### src/rtl/qlearn_pkg.sv
// ============================================================================
// Module      : qlearn_pkg
// Description : Shared constants, types and FSM encoding for the maze
//               Q-learning datapath stages.
// Revision    : 1.0 - initial release
// ============================================================================
`default_nettype none

package qlearn_pkg;

  // Maze geometry and value widths
  localparam int N_STATES   = 36;
  localparam int N_ACTIONS  = 4;
  localparam int Q_W        = 32;
  localparam int R_W        = 4;
  localparam int S_W        = $clog2(N_STATES);
  localparam int A_W        = $clog2(N_ACTIONS);

  // Reward issued on a goal transition and the two goal (state, action) pairs
  localparam int REWARD_VAL = 10;
  localparam int GOAL_S0    = 35;
  localparam int GOAL_A0    = 1;
  localparam int GOAL_S1    = 30;
  localparam int GOAL_A1    = 0;

  // Exploration LFSR: 16-bit Galois, taps 16,14,13,11
  localparam logic [15:0] LFSR_SEED = 16'hACE1;
  localparam logic [15:0] LFSR_MASK = 16'hB400;

  typedef logic signed [Q_W-1:0] q_val_t;
  typedef logic [S_W-1:0]        state_t;
  typedef logic [A_W-1:0]        action_t;

  typedef enum logic [1:0] {
    IDLE  = 2'd0,
    ISSUE = 2'd1,
    DRAIN = 2'd2,
    DONE  = 2'd3
  } maxq_state_e;

endpackage

`default_nettype wire

### src/rtl/qlearn_lfsr16.sv
// ============================================================================
// Module      : qlearn_lfsr16
// Description : 16-bit Galois LFSR (mask 16'hB400) that advances one step per
//               enable pulse; shared by the exploration/policy stages.
// Revision    : 1.0 - initial release
// ============================================================================
`default_nettype none

module qlearn_lfsr16 #(
  parameter logic [15:0] SEED = 16'hACE1
) (
  input  logic        clk,
  input  logic        rst_n,
  input  logic        i_step,
  output logic [15:0] o_state
);
  import qlearn_pkg::*;

  logic [15:0] r_lfsr;
  logic [15:0] w_next;

  // Galois step: shift right, fold the dropped bit back through the taps
  always_comb begin
    w_next = {1'b0, r_lfsr[15:1]} ^ (r_lfsr[0] ? LFSR_MASK : 16'h0000);
  end

  // State register; reloads the seed on reset, advances only when stepped
  always_ff @(posedge clk or negedge rst_n) begin
    if (!rst_n) begin
      r_lfsr <= SEED;
    end else if (i_step) begin
      r_lfsr <= w_next;
    end
  end

  assign o_state = r_lfsr;

endmodule

`default_nettype wire

### src/rtl/maxq_reward_seq.sv
// ============================================================================
// Module      : maxq_reward_seq
// Description : Sequential max-Q / argmax / reward stage. Scans one Q row from
//               RAM (one action per cycle), picks the greedy or exploratory
//               action and returns {max_q, action, reward, err} over
//               valid/ready.
// Revision    : 1.0 - initial release
// ============================================================================
`default_nettype none

module maxq_reward_seq #(
  parameter int          N_STATES   = qlearn_pkg::N_STATES,
  parameter int          N_ACTIONS  = qlearn_pkg::N_ACTIONS,
  parameter int          Q_W        = qlearn_pkg::Q_W,
  parameter int          R_W        = qlearn_pkg::R_W,
  parameter int          REWARD_VAL = qlearn_pkg::REWARD_VAL,
  parameter int          GOAL_S0    = qlearn_pkg::GOAL_S0,
  parameter int          GOAL_A0    = qlearn_pkg::GOAL_A0,
  parameter int          GOAL_S1    = qlearn_pkg::GOAL_S1,
  parameter int          GOAL_A1    = qlearn_pkg::GOAL_A1,
  parameter logic [15:0] LFSR_SEED  = qlearn_pkg::LFSR_SEED,
  localparam int         S_W        = $clog2(N_STATES),
  localparam int         A_W        = $clog2(N_ACTIONS),
  localparam int         ADDR_W     = $clog2(N_STATES*N_ACTIONS)
) (
  input  logic                  clk,
  input  logic                  rst_n,
  input  logic                  in_valid,
  output logic                  in_ready,
  input  logic [S_W-1:0]        in_state,
  input  logic                  in_explore,
  output logic                  q_rd_en,
  output logic [ADDR_W-1:0]     q_rd_addr,
  input  logic signed [Q_W-1:0] q_rd_data,
  output logic                  out_valid,
  input  logic                  out_ready,
  output logic signed [Q_W-1:0] max_q,
  output logic [A_W-1:0]        action,
  output logic [R_W-1:0]        reward,
  output logic                  err
);
  import qlearn_pkg::*;

  // One extra bit so a power-of-two N_STATES still fits the range bound
  localparam logic [S_W:0] C_NS = (S_W+1)'(N_STATES);

  maxq_state_e           r_fsm;
  logic [S_W-1:0]        r_state;
  logic                  r_explore;
  logic [A_W-1:0]        r_iss_idx;
  logic [A_W-1:0]        r_rx_idx;
  logic                  r_rd_vld;
  logic signed [Q_W-1:0] r_run_max;
  logic [A_W-1:0]        r_run_arg;

  logic                  r_in_ready;
  logic                  r_out_valid;
  logic                  r_rd_en;
  logic [ADDR_W-1:0]     r_rd_addr;
  logic signed [Q_W-1:0] r_max_q;
  logic [A_W-1:0]        r_action;
  logic [R_W-1:0]        r_reward;
  logic                  r_err;

  logic                  w_accept;
  logic                  w_in_range;
  logic [S_W+A_W-1:0]    w_row_base;
  logic [15:0]           w_lfsr;
  logic                  w_take;
  logic signed [Q_W-1:0] w_fin_max;
  logic [A_W-1:0]        w_fin_arg;
  logic [A_W-1:0]        w_act;
  logic                  w_goal;

  assign w_accept = in_valid && r_in_ready;

  // The LFSR steps on every accepted request and then holds, so its state
  // during the scan is exactly the value sampled at accept.
  qlearn_lfsr16 #(
    .SEED    (LFSR_SEED)
  ) u_lfsr (
    .clk     (clk),
    .rst_n   (rst_n),
    .i_step  (w_accept),
    .o_state (w_lfsr)
  );

  // Request decode and running-max merge of the word arriving this cycle
  always_comb begin
    w_in_range = {1'b0, in_state} < C_NS;
    w_row_base = {in_state, {A_W{1'b0}}};
    // First word always loads; later words only win if strictly greater,
    // which keeps ties on the lowest action index.
    w_take     = r_rd_vld && ((r_rx_idx == '0) || (q_rd_data > r_run_max));
    w_fin_max  = w_take ? q_rd_data : r_run_max;
    w_fin_arg  = w_take ? r_rx_idx  : r_run_arg;
    w_act      = r_explore ? w_lfsr[A_W-1:0] : w_fin_arg;
    w_goal     = ((r_state == S_W'(GOAL_S0)) && (w_act == A_W'(GOAL_A0))) ||
                 ((r_state == S_W'(GOAL_S1)) && (w_act == A_W'(GOAL_A1)));
  end

  // Control FSM with registered handshake, RAM strobe and result outputs
  always_ff @(posedge clk or negedge rst_n) begin
    if (!rst_n) begin
      r_fsm       <= IDLE;
      r_state     <= '0;
      r_explore   <= 1'b0;
      r_iss_idx   <= '0;
      r_in_ready  <= 1'b1;
      r_out_valid <= 1'b0;
      r_rd_en     <= 1'b0;
      r_rd_addr   <= '0;
      r_max_q     <= '0;
      r_action    <= '0;
      r_reward    <= '0;
      r_err       <= 1'b0;
    end else begin
      case (r_fsm)
        IDLE: begin
          if (w_accept) begin
            r_state    <= in_state;
            r_explore  <= in_explore;
            r_iss_idx  <= '0;
            r_in_ready <= 1'b0;
            if (w_in_range) begin
              r_fsm     <= ISSUE;
              r_rd_en   <= 1'b1;
              r_rd_addr <= w_row_base[ADDR_W-1:0];
            end else begin
              // Out-of-range state: answer immediately, never touch the RAM
              r_fsm       <= DONE;
              r_out_valid <= 1'b1;
              r_err       <= 1'b1;
              r_max_q     <= '0;
              r_action    <= '0;
              r_reward    <= '0;
            end
          end
        end
        ISSUE: begin
          if (r_iss_idx == A_W'(N_ACTIONS-1)) begin
            r_rd_en <= 1'b0;
            r_fsm   <= DRAIN;
          end else begin
            r_iss_idx <= r_iss_idx + A_W'(1);
            r_rd_addr <= r_rd_addr + ADDR_W'(1);
          end
        end
        DRAIN: begin
          // Last word of the row is on q_rd_data now; fold it in directly
          r_fsm       <= DONE;
          r_out_valid <= 1'b1;
          r_err       <= 1'b0;
          r_max_q     <= w_fin_max;
          r_action    <= w_act;
          r_reward    <= w_goal ? R_W'(REWARD_VAL) : '0;
        end
        DONE: begin
          if (out_ready) begin
            r_out_valid <= 1'b0;
            r_in_ready  <= 1'b1;
            r_fsm       <= IDLE;
          end
        end
        default: begin
          r_fsm <= IDLE;
        end
      endcase
    end
  end

  // Running max/argmax over returning read words, restarted on each accept
  always_ff @(posedge clk or negedge rst_n) begin
    if (!rst_n) begin
      r_rd_vld  <= 1'b0;
      r_rx_idx  <= '0;
      r_run_max <= '0;
      r_run_arg <= '0;
    end else begin
      r_rd_vld <= r_rd_en;
      if (w_accept) begin
        r_rx_idx  <= '0;
        r_run_max <= '0;
        r_run_arg <= '0;
      end else if (r_rd_vld) begin
        r_rx_idx  <= r_rx_idx + A_W'(1);
        r_run_max <= w_fin_max;
        r_run_arg <= w_fin_arg;
      end
    end
  end

  assign in_ready  = r_in_ready;
  assign out_valid = r_out_valid;
  assign q_rd_en   = r_rd_en;
  assign q_rd_addr = r_rd_addr;
  assign max_q     = r_max_q;
  assign action    = r_action;
  assign reward    = r_reward;
  assign err       = r_err;

endmodule

`default_nettype wire
### config.mk
export PLATFORM = sky130hd
export DESIGN_NAME = maxq_reward_seq
export DESIGN_NICKNAME = d
export VERILOG_FILES = /design/src/rtl/qlearn_pkg.sv /design/src/rtl/qlearn_lfsr16.sv /design/src/rtl/maxq_reward_seq.sv
export SDC_FILE = /design/constraint.sdc
export NUM_CORES = 1
export LEC_CHECK = 0
export CORE_MARGIN = 5
export CORE_UTILIZATION = 40
export CTS_BUF_LIST = sky130_fd_sc_hd__clkbuf_8
export DETAILED_ROUTE_END_ITERATION = 16
export DONT_BUFFER_PORTS = 1
export GPL_TIMING_DRIVEN = 0
export PLACE_DENSITY = 0.54
export REMOVE_ABC_BUFFERS = 1
export SYNTH_ARGS = -nofsm -noshare
export SYNTH_HDL_FRONTEND = slang
export SYNTH_SLANG_ARGS = --single-unit
### constraint.sdc
create_clock -name clk -period 4 [get_ports clk]
set_input_delay 0.4 -clock clk [delete_from_list [all_inputs] [get_ports clk]]
set_output_delay 0.4 -clock clk [all_outputs]
set_load 0.02 [all_outputs]
# After elaboration in Yosys (flattened, before gate mapping)
# Index checks and enable logic that the tools add are counted.
word_totals:
  in_bits: 43
  out_inout_bits: 50
  ff_bits: 114
  word_cells: 102
classes:
  eq_ne: 13
  bitwise_logic: 1
  muxes: 44
  n_addsub: 3
  magnitude_cmp: 2
  reduce_logical: 22
ops:
  columns: ["operator", "count"]
  rows:
  - ["32-bit 2-to-1 mux", 5]
  - ["32-bit one-hot mux with 2 select lines", 1]
  - ["32-bit greater-than comparator", 1]
  - ["2-bit 2-to-1 mux", 14]
  - ["8-bit 2-to-1 mux", 3]
  - ["16-bit 2-to-1 mux", 1]
  - ["8-bit one-hot mux with 2 select lines", 1]
  - ["15-bit by 16-bit XOR with 16-bit output", 1]
  - ["4-bit 2-to-1 mux", 3]
  - ["3-bit AND reduction", 4]
  - ["4-bit AND reduction", 3]
  - ["2-bit inequality test (second input constant)", 5]
  - ["8-bit by 1-bit adder with 8-bit output (second input constant)", 1]
  - ["1-bit 2-to-1 mux", 8]
  - ["2-bit one-hot mux with 2 select lines", 2]
  - ["2-bit one-hot mux with 4 select lines", 1]
  - ["4-bit one-hot mux with 2 select lines", 1]
  - ["2-bit nonzero test", 4]
  - ["2-bit == test (second input constant)", 3]
  - ["6-bit by 5-bit == test with 1-bit output (second input constant)", 1]
  - ["6-bit == test (second input constant)", 1]
  - ["2-bit zero test", 3]
  - ["6-bit less-than comparator (second input constant)", 1]
  - ["1-bit one-hot mux with 2 select lines", 3]
  - ["other kinds (8)", 14]

# Depth between registers and ports, before layout
# Gate-level depths: netlist of the first run.
logic_depth:
  word_depth: 10
  depth_mapped: 11
  mapped_depth_nobuf: 11

# Cells and area by module
# A second synthesis of the first run with hierarchy kept.
unflattened:
  cells_unflattened: 572
  area_unflattened_um2: 5596.6
modules_own_cells:
  columns: ["mod", "cells_each", "n_inst", "area_per_inst_um2", "seq_area_each_um2"]
  rows:
  - ["maxq_reward_seq", 519, 1, 4843.4, 2378.5]
  - ["qlearn_lfsr16", 53, 1, 753.2, 410.4]

# Worst setup path before layout of the first run
# No wires, ideal clock.
synth_timing:
  path_type: "input-to-reg"
  start: "in q_rd_data[31]"
  end: "reg r_action[1] (netlist: action[1])"
  path_stages: 9
  t_required_ns: 3.879
  n_path_buf: 0
  arrival_ns: 2.600
  setup_time_ns: 0.121
  setup_slack_ns: 1.279
  path_cell_list: "ha_1 > nand4_1 > or4_4 > o311a_4 > a22oi_4 > nand3_4 > mux2i_1 > mux2i_1 > a22o_1"
synth_via:
  elab_chain_len: 6
synth_lines:
  columns: ["element", "line", "rtl"]
  rows:
  - ["start, declared", "maxq_reward_seq.sv:34", "input logic signed [Q_W-1:0] q_rd_data,"]
  - ["32-bit greater-than comparator", "maxq_reward_seq.sv:94", "w_take = r_rd_vld && ((r_rx_idx == '0) || (q_rd_data > r_run_max));"]
  - ["1-bit logical OR", "maxq_reward_seq.sv:94", null]
  - ["1-bit logical AND", "maxq_reward_seq.sv:94", null]
  - ["2-bit 2-to-1 mux", "maxq_reward_seq.sv:96", "w_fin_arg = w_take ? r_rx_idx : r_run_arg;"]
  - ["2-bit 2-to-1 mux", "maxq_reward_seq.sv:97", "w_act = r_explore ? w_lfsr[A_W-1:0] : w_fin_arg;"]
  - ["2-bit one-hot mux with 2 select lines", "maxq_reward_seq.sv:118", "case (r_fsm)"]
  - ["end signal, assigned", "maxq_reward_seq.sv:155", "r_action <= w_act;"]
  - ["end, declared", "maxq_reward_seq.sv:61", "logic [A_W-1:0] r_action;"]
# Every way passes these cells.
# A chain may end at the register's enable or synchronous reset.

# Worst setup path in the final report of the first run
layout_timing:
  start: "reg r_run_max[31]"
  end: "reg r_action[1] (netlist: action[1])"
layout_via:
  elab_chain_len: 6
layout_lines:
  columns: ["element", "line", "rtl"]
  rows:
  - ["start, declared", "maxq_reward_seq.sv:53", "logic signed [Q_W-1:0] r_run_max;"]
  - ["start signal, assigned", "maxq_reward_seq.sv:187", "r_run_max <= w_fin_max;"]
  - ["32-bit greater-than comparator", "maxq_reward_seq.sv:94", null]
  - ["1-bit logical OR", "maxq_reward_seq.sv:94", null]
  - ["1-bit logical AND", "maxq_reward_seq.sv:94", null]
  - ["2-bit 2-to-1 mux", "maxq_reward_seq.sv:96", null]
  - ["2-bit 2-to-1 mux", "maxq_reward_seq.sv:97", null]
  - ["2-bit one-hot mux with 2 select lines", "maxq_reward_seq.sv:118", null]
# Every way passes these cells.

==> reports/summary.txt, run 1 <==
CP Capture Type = register
post-synthesis register bit count = 111
Top Metal Used = met4
# fillers = 1,347
Clk pwr share = 36.3%
most frequent cell after synthesis = dfrtp_1
boundary pin count = 93
port buffer count = 0
yosys synthesis warning count = 0
most used cell, CP = mux2i_1
die footprint = 0.0163 mm^2
Multi-input gate area = 0.00250 mm^2
max cap viols = 0
first-pass GRT wire length = 19,400 um
Vias/cell = 5.08
DIE WIDTH = 128 um
largest area contributor in the netlist = dfrtp_1
Post-synth EDFFs = 0
DR vias = 3,736
CP Max Fanout = 33
critical path data required time = 4.27 ns
Worst Clk Skew = 0.0172 ns
clk_lat worst skew = 0.38 ns
LEAKAGE = 2.73 nW
Worst Hold End = r_explore$_DFFE_PN0P_
root buffer cell = clkbuf_8
CP startpoint = r_run_max[31]$_DFFE_PN0P_
1st-pass router iterations = 4
RSZ-0062 raised after global routing = false
Placer Congestion = 0.738
antenna violations before repair = 0
Core Region = 0.0138 mm^2
delay-heaviest family, CP = simple AND/OR/NAND/NOR gates
cells after synthesis = 560
Max Root-Sink Buffers = 2
Netlist cell types = 48
Routed Antenna Nets = 0
Worst Hold Class = input port to register
Max VDD drop = 133 uV
largest net degree at the start of global routing = 112
slowest CP cell = or4_4
CP max stage delay = 0.62 ns
P&R area growth vs syn = 7.89%
Worst Setup Path Type = register to register
Final period util = 88.6%
Syn Area/Cell = 9.92 um^2
Final Setup Violations = 0
Hold Slack = 0.159 ns
dominant synthesized flop cell = dfrtp_1
FF+latch area = 0.00279 mm^2
Net Sw Power = 421 uW
Hold Crit Depth = 1
Starting DRT DRC Count = 168
Final Hold Fails = 0
max-slew violations = 0
Least-Margin Pin Slew = 0.831 ns
fin crit period = 3.55 ns
end of the worst register-to-register path = action[1]$_DFFE_PN0P_
DRT Wirelength = 11,500 um
DRC = 0
share of cells above drive strength 1 = 8.63%
vias in the first global route = 3,849
metal3 WL = 784 um
met2 wire len = 5350 um
Highest Clock Rate = 282 MHz
worst-case reg-to-reg path depth = 10
reg2reg start = r_run_max[31]$_DFFE_PN0P_
Util after Layout = 43.5%
die height = 128 um
post-synthesis sequential area ratio = 50.2%
CTS Sinks = 111
pwr/cell area = 312 mW/mm^2
r2r setup slk = 0.45 ns
hold_sp = in_explore
Int Power = 1.45 mW
NumNets Final = 634
Max-slew headroom = 44.6%
Ant. Diodes = 0
post-CTS setup buffers = 0
Gate power share = 3.7%
synth top area cells = dfrtp_1 (46%), ha_1 (9.0%), mux2i_1 (6.8%)
synth cell count leaders = dfrtp_1 (102), nand2_1 (87), o21ai_0 (48)
total CTS buffers = 9
gr usage total = 14.7%
CP Buf/Inv Count = 1
dpl hpwl = 7980 um
FFs w/ async S/R, synth = 100%
Cell Rows = 43
outcome = finished, final reports clean
clk slew on worst S/H paths = 0.10 ns
crit-path cells = inv_1, ha_1, nand4_1, or4_4, o311a_4, a22oi_4, nand3_4, mux2i_1, mux2i_1, a22o_1
CP startpoint kind = register
Flop pwr share = 60.0%
H-tree Lvls = 3
post-route met1 wirelength = 5170 um
Post-Syn Area = 0.00555 mm^2
TritonCTS clock tree = built
Congestion Overflow GR = 0
arrival time worst endpoint = 3.82 ns
Initial Util = 40.3%
Switching Fraction = 22.5%
Synth top area share = 46.0%
drt wl/cell = 15.6 um
==> worst max path at each step <==
stage	cells after the start	to
2_1_floorplan	8	q_rd_addr[3]$_DFFE_PN0P_
3_3_place_gp	8	q_rd_addr[5]$_DFFE_PN0P_
3_5_place_dp	9	action[1]$_DFFE_PN0P_
4_1_cts	10	action[1]$_DFFE_PN0P_
5_1_grt	10	action[1]$_DFFE_PN0P_
6_report	10	action[1]$_DFFE_PN0P_
==> through the flow <==
stage / cell area (um^2) / TNS [ns] / power (mW) / worst slack (ns) / instances
4_1_cts: 5990 / 0 / 1.91 / 0.345 / 736
3_5_place_dp: 5760 / 0 / 1.19 / 0.344 / 718
3_3_place_gp: 5670 / -2.84 / 1.19 / -0.478 / 715
6_report: 5990 / 0 / 1.87 / 0.455 / 736
2_1_floorplan: 5440 / 0 / 1.18 / 0.786 / 535
5_1_grt: 5990 / 0 / 1.96 / 0.155 / 736
==> layout by cell type, fill, tap and decap left out, types with 2 or more instances in the layout <==
master / instances
o21ai_1: 6
o22ai_1: 7
nor2_1: 45
a22o_1: 7
nor3b_1: 2
o21ai_2: 2
nor2b_1: 3
mux2_2: 8
clkbuf_8: 10
a21oi_1: 32
buf_16: 3
nand2_1: 87
conb_1: 2
xnor2_1: 4
nor3_1: 2
nand3_1: 11
dfstp_2: 9
ha_1: 40
and3_1: 5
nand4_1: 6
dfrtp_1: 102
inv_1: 49
mux2i_1: 38
o21ai_0: 48
==> metal layers <==
metal | vias to the layer above | GRT usage, %
met1 | 1772 | 18.4
met2 | 71 | 24.0
met4 | 0 | 5.37
met3 | 11 | 4.79
met5 | - | 0
li1 | 1882 | -
==> worst reg2reg max path, delay by kind of cell (launching register included) <==
family / cells / cell delay, ns
multiplexers: 2 / 0.57
buffers and inverters: 1 / 0.04
adder cells (fa/ha/maj): 1 / 0.34
AO/OA/AOI/OAI: 3 / 0.80
flip-flops: 1 / 0.36
AND/OR/NAND/NOR: 3 / 1.32
==> sequential cells by signal (all words and copies together) (netlist names), 2 cells and up <==
register	flops
action	2
r_iss_idx	2
max_q	32
u_lfsr.o_state	16
r_state	6
r_run_arg	2
r_rx_idx	2
r_fsm	2
q_rd_addr	8
r_run_max	32
==> repair_timing <==
| action | in CTS | in global routing |
|---|---|---|
| gates resized for setup | 0 | 0 |
| endpoints found under the setup margin | 0 | 0 |
| hold buffers | 2 | 0 |
| hold endpoints to repair | 111 | 0 |
==> power groups by stage <==
stage	clock (mW)	combinational (mW)	sequential, mW
floorplan	0	0.0355	1.14
global placement	0	0.0438	1.14
detailed placement	0	0.0446	1.14
CTS	0.713	0.0727	1.12
global route	0.754	0.0842	1.12
finish	0.677	0.0695	1.12
==> kinds of logic (layout without fill, tap and decap cells) <==
family / Yosys count / after routing / synth area share (%)
buffers and inverters: 72 / 67 / 5.14
and+or+nand+nor: 170 / 170 / 13.7
muxes: 46 / 46 / 8.47
adders and majority gates: 40 / 40 / 9.01
xor gates and xnor gates: 4 / 4 / 0.631
DFF: 111 / 111 / 50.2
AOI/OAI and AO/OA: 116 / 116 / 12.8
other: 1 / 2 / 0.0675
==> layout make-up <==
cell class	instances	share of cell area [%]
clock buffers	10	2.30
clock inverters	6	0.919
inverters	46	2.88
multi-input cells	378	41.7
flip-flops and latches	111	46.6
well taps	180	3.76
repair buffers	5	1.88
(Power assumes the default switching activity.)
==> inputs of run 2 (changes only) <==
--- a/config.mk
+++ b/config.mk
@@ -11,7 +11,7 @@
 export DETAILED_ROUTE_END_ITERATION = 16
 export DONT_BUFFER_PORTS = 1
 export GPL_TIMING_DRIVEN = 0
-export PLACE_DENSITY = 0.54
+export PLACE_DENSITY = 0.56
 export REMOVE_ABC_BUFFERS = 1
 export SYNTH_ARGS = -nofsm -noshare
 export SYNTH_HDL_FRONTEND = slang
==> constraint.sdc (replaced) <==
create_clock -name clk -period 3.1 [get_ports clk]
set_input_delay 0.31 -clock clk [delete_from_list [all_inputs] [get_ports clk]]
set_output_delay 0.31 -clock clk [all_outputs]
set_load 0.02 [all_outputs]
==> reports/summary.txt, run 2 (synthesized netlist as in run 1, its figures left out) <==
Post-DP Area = 0.00573 mm^2
CTS Sinks = 111
Worst path depth = 11
largest net degree at the start of global routing = 112
root buffer cell = clkbuf_8
crit-path cells = inv_1, ha_1, nand4_1, or4_4, o311a_4, a22oi_4, buf_4, nand3_4, buf_12, mux2i_1, o21ai_0
placed cells = 717
Least-Margin Pin Slew = 0.911 ns
fin crit period = 2.95 ns
Core Region = 0.0138 mm^2
LEAKAGE = 2.77 nW
Cell Rows = 43
RSZ-0062 raised after global routing = false
drt wl/cell = 15.9 um
port buffer count = 0
1st-pass router iterations = 5
first-pass GRT wire length = 19,700 um
H-tree Lvls = 3
Setup TNS = 0 ns
CP Capture Point = max_q[19]$_DFFE_PN0P_
Util after Layout = 44.4%
CP startpoint kind = register
worst-case reg-to-reg path depth = 11
die height = 128 um
most frequent cells in the layout = dfrtp_1 (102), nand2_1 (87), inv_1 (48), o21ai_0 (48), nor2_1 (45)
Highest Clock Rate = 339 MHz
arrival time worst endpoint = 3.17 ns
DRC = 0
Starting DRT DRC Count = 148
reg2reg start = r_run_max[27]$_DFFE_PN0P_
Congestion Overflow GR = 0
outcome = finished, final reports clean
Hold Crit Depth = 1
antenna violations before repair = 1
CP Max Fanout = 16
Final Setup Violations = 0
Worst Clk Skew = 0.0145 ns
final setup margin = 0.150 ns
design area = 0.00612 mm^2
DRT Wirelength = 11,800 um
max-slew violations = 0
vias in the first global route = 3,936
Worst Setup Path Type = register to register
slowest CP cell = or4_4
Routed Antenna Nets = 0
CP Buf/Inv Count = 3
CP Capture Type = register
Hold Slack = 0.0721 ns
NumNets Final = 640
total CTS buffers = 9
commonest non-fill, non-tap cell in the layout = dfrtp_1
max cap viols = 0
DIE WIDTH = 128 um
clk_lat worst skew = 0.38 ns
Initial Util = 40.3%
clk slew on worst S/H paths = 0.10 ns
final total power = 2.51 mW
delay-heaviest family, CP = simple AND/OR/NAND/NOR gates
end of the worst register-to-register path = max_q[19]$_DFFE_PN0P_
Max VDD drop = 174 uV
share of cells above drive strength 1 = 11.0%
boundary pin count = 93
Non-Filler Instances = 742
Max Root-Sink Buffers = 2
r2r setup slk = 0.15 ns
Final Hold Fails = 0
Ant. Diodes = 0
TritonCTS clock tree = built
DR vias = 3,884
Final period util = 95.2%
pre-CTS setup slack = -0.508 ns
critical path data required time = 3.32 ns
P&R area growth vs syn = 10.1%
CP max stage delay = 0.60 ns
Vias/cell = 5.23
die footprint = 0.0163 mm^2
Max-slew headroom = 39.0%
gr usage total = 15.0%
dpl hpwl = 8010 um
Worst Hold Class = input port to register
Placer Congestion = 0.766
pwr/cell area = 410 mW/mm^2
CP startpoint = r_run_max[27]$_DFFE_PN0P_
## run 2: cell count changes in the layout (fill, tap and decap cells not counted), moves of 2 or more
| cell | previous run | this run |
|---|---|---|
| buf_16 | 3 | 1 |
| mux2i_2 | 0 | 3 |
| buf_4 | 0 | 5 |
| mux2i_1 | 38 | 34 |
| buf_12 | 1 | 3 |
## run 2: cell type report
class	instances	area, um^2
tap	180	225
multi-input combinational	379	2570
clock inverter	6	83.8
timing repair buffer	10	135
fill	1345	7660
sequential	111	2790
inverter	46	173
clock buffer	10	138
## run 2: worst min-delay path by stage
stage / start / endpoint / slack, ns
global route: in_state[2] / r_state[2]$_DFFE_PN0P_ / 0.03
detailed placement: rst_n / max_q[6]$_DFFE_PN0P_ / 0.02
global placement: rst_n / max_q[6]$_DFFE_PN0P_ / 0.02
CTS: in_state[2] / r_state[2]$_DFFE_PN0P_ / 0.05
floorplan: rst_n / action[0]$_DFFE_PN0P_ / 0.01
finish: in_explore / r_explore$_DFFE_PN0P_ / 0.07
## run 2: layer usage
| metal | track usage, % | share of wire (%) | up-vias | wire [um] |
|---|---|---|---|---|
| met3 | 5.46 | 7.3 | 15 | 868 |
| met5 | 0 | 0.11 | - | 13 |
| met4 | 4.81 | 1.5 | 2 | 174 |
| li1 | - | - | 1905 | - |
| met1 | 19.0 | 45 | 1868 | 5300 |
| met2 | 24.0 | 46 | 94 | 5470 |
## run 2: report_power, final
part           switching (mW)  total [mW]  internal [mW]
sequential                  0        1.45           1.45
combinational          0.0594      0.0917         0.0322
clock                   0.491       0.966          0.475
## run 2: timing repair
item                       4_1_cts  5_1_grt
hold buffers                     2        0
setup endpoints to repair       67       59
setup buffers                    3        3
resized for setup                1        9
pin swaps                        2        3
hold endpoints to repair       111        0
gates cloned                     1        0
## run 2: worst register-to-register path: cells and delay by family (launching register included)
| kind | cells | cell delay [ns] |
|---|---|---|
| multiplexers | 1 | 0.20 |
| AND/OR/NAND/NOR | 3 | 0.86 |
| buffers and inverters | 3 | 0.42 |
| AO/OA/AOI/OAI | 3 | 0.67 |
| flip-flops | 1 | 0.36 |
| adder cells (fa/ha/maj) | 1 | 0.31 |
==> inputs of run 3 (changes only) <==
--- a/config.mk
+++ b/config.mk
@@ -15,4 +15,5 @@
 export REMOVE_ABC_BUFFERS = 1
 export SYNTH_ARGS = -nofsm -noshare
 export SYNTH_HDL_FRONTEND = slang
+export SYNTH_HIERARCHICAL = 1
 export SYNTH_SLANG_ARGS = --single-unit
==> reports/summary.txt, run 3 <==
dpl hpwl = 8440 um
H-tree Lvls = 3
Post-Syn Area = 0.00551 mm^2
LEAKAGE = 3.00 nW
DIE WIDTH = 127 um
clk slew on worst S/H paths = 0.10 ns
drt wl/cell = 16.9 um
Starting DRT DRC Count = 286
Hold Slack = 0.0632 ns
antenna violations before repair = 0
Max Root-Sink Buffers = 2
NumNets Final = 642
DR vias = 3,960
worst-case reg-to-reg path depth = 11
RSZ-0062 raised after global routing = true
outcome = finished, final reports clean
largest net degree at the start of global routing = 112
Worst Clk Skew = 0.0112 ns
pre-CTS setup slack = -0.505 ns
Placer Congestion = 0.762
r2r setup slk = 0.12 ns
commonest non-fill, non-tap cell in the layout = dfrtp_1
Core Region = 0.0137 mm^2
most frequent cells in the layout = dfrtp_1 (102), nor2_1 (79), a21oi_1 (60), nand2_1 (46), o21ai_0 (45)
reg2reg start = r_run_max[14]$_DFFE_PN0P_
Max-slew headroom = 19.9%
CTS Sinks = 111
Vias/cell = 5.32
fin crit period = 2.98 ns
pwr/cell area = 402 mW/mm^2
Least-Margin Pin Slew = 1.20 ns
cells after synthesis = 561
final setup margin = 0.124 ns
vias in the first global route = 3,931
Ant. Diodes = 0
Congestion Overflow GR = 0
total CTS buffers = 9
CP Max Fanout = 4
Final period util = 96.0%
Routed Antenna Nets = 0
end of the worst register-to-register path = reward[1]$_DFFE_PN0P_
CP Capture Type = register
CP Capture Point = reward[1]$_DFFE_PN0P_
hold_sp = in_state[3]
boundary pin count = 93
Final Setup Violations = 0
# fillers = 1,314
first-pass GRT wire length = 19,900 um
design area = 0.00616 mm^2
P&R area growth vs syn = 11.7%
gr usage total = 15.4%
CP startpoint = r_run_max[14]$_DFFE_PN0P_
Highest Clock Rate = 336 MHz
Setup TNS = 0 ns
Cell Rows = 43
root buffer cell = clkbuf_8
critical path data required time = 3.34 ns
Post-DP Area = 0.00568 mm^2
max-slew violations = 0
port buffer count = 0
yosys synthesis warning count = 6
die footprint = 0.0162 mm^2
final total power = 2.47 mW
clk_lat worst skew = 0.39 ns
arrival time worst endpoint = 3.21 ns
Syn Area/Cell = 9.83 um^2
Initial Util = 40.2%
Max VDD drop = 189 uV
1st-pass router iterations = 4
DRC = 0
DRT Wirelength = 12,500 um
TritonCTS clock tree = built
share of cells above drive strength 1 = 14.7%
Final Hold Fails = 0
die height = 127 um
CP startpoint kind = register
Worst Setup Path Type = register to register
Worst Hold Class = input port to register
max cap viols = 0
==> run 3: per-stage QoR <==
stage | util, % | instances
2_1_floorplan | - | 534
3_3_place_gp | 40.8 | 714
3_5_place_dp | 41.4 | 717
4_1_cts | 43.7 | 737
5_1_grt | 44.9 | 744
6_report | 44.9 | 744
==> run 3: worst max-delay path, stage by stage, from the launching register on <==
cell and delay, ns:
dfrtp_1 0.33, inv_1 0.05, ha_1 0.31, nand4_1 0.18, or4_4 0.59, a21o_1 0.20, a21oi_2 0.18, o31ai_4 0.13
or3_4 0.37, a31oi_4 0.18, mux2i_1 0.21, o31ai_1 0.09
==> run 3: where the power goes <==
group,leakage [nW],internal [mW],total [mW],switching [mW]
sequential,1.34,1.45,1.45,0
clock,0.109,0.442,0.951,0.509
combinational,1.55,0.0220,0.0737,0.0517
==> run 3: routing by layer <==
metal | GRT usage (%) | share of wire [%]
met1 | 18.6 | 42
met4 | 5.68 | 1.5
met5 | 0 | 0
met2 | 25.2 | 49
met3 | 5.81 | 7.1
==> run 3: how the worst min path moves through the flow <==
stage	endpoint	slack [ns]	cells past startpoint
3_5_place_dp	max_q[21]$_DFFE_PN0P_	0.02	0
2_1_floorplan	action[0]$_DFFE_PN0P_	0.01	0
4_1_cts	r_state[3]$_DFFE_PN0P_	0.04	1
5_1_grt	r_explore$_DFFE_PN0P_	0.04	1
3_3_place_gp	max_q[22]$_DFFE_PN0P_	0.02	0
6_report	r_state[3]$_DFFE_PN0P_	0.06	1
==> run 3: layout make-up <==
type                       count  area, um^2  share of cell area, %
clock buffer                  12         165                   2.68
clock inverter                 4        51.3                  0.833
inverter                      43         163                   2.64
multi-input combinational    381        2550                   41.5
sequential                   111        2790                   45.3
tap                          180         225                   3.66
timing repair buffer          13         211                   3.43
==> run 3: timing repair <==
| action | in CTS | in global routing |
|---|---|---|
| setup endpoints to repair | 50 | 52 |
| gates cloned | 1 | 1 |
| resized for setup | 9 | 10 |
| endpoints found under the hold margin | 111 | 0 |
| setup buffers | 1 | 6 |
| pin swaps | 5 | 9 |
| hold buffers | 2 | 0 |
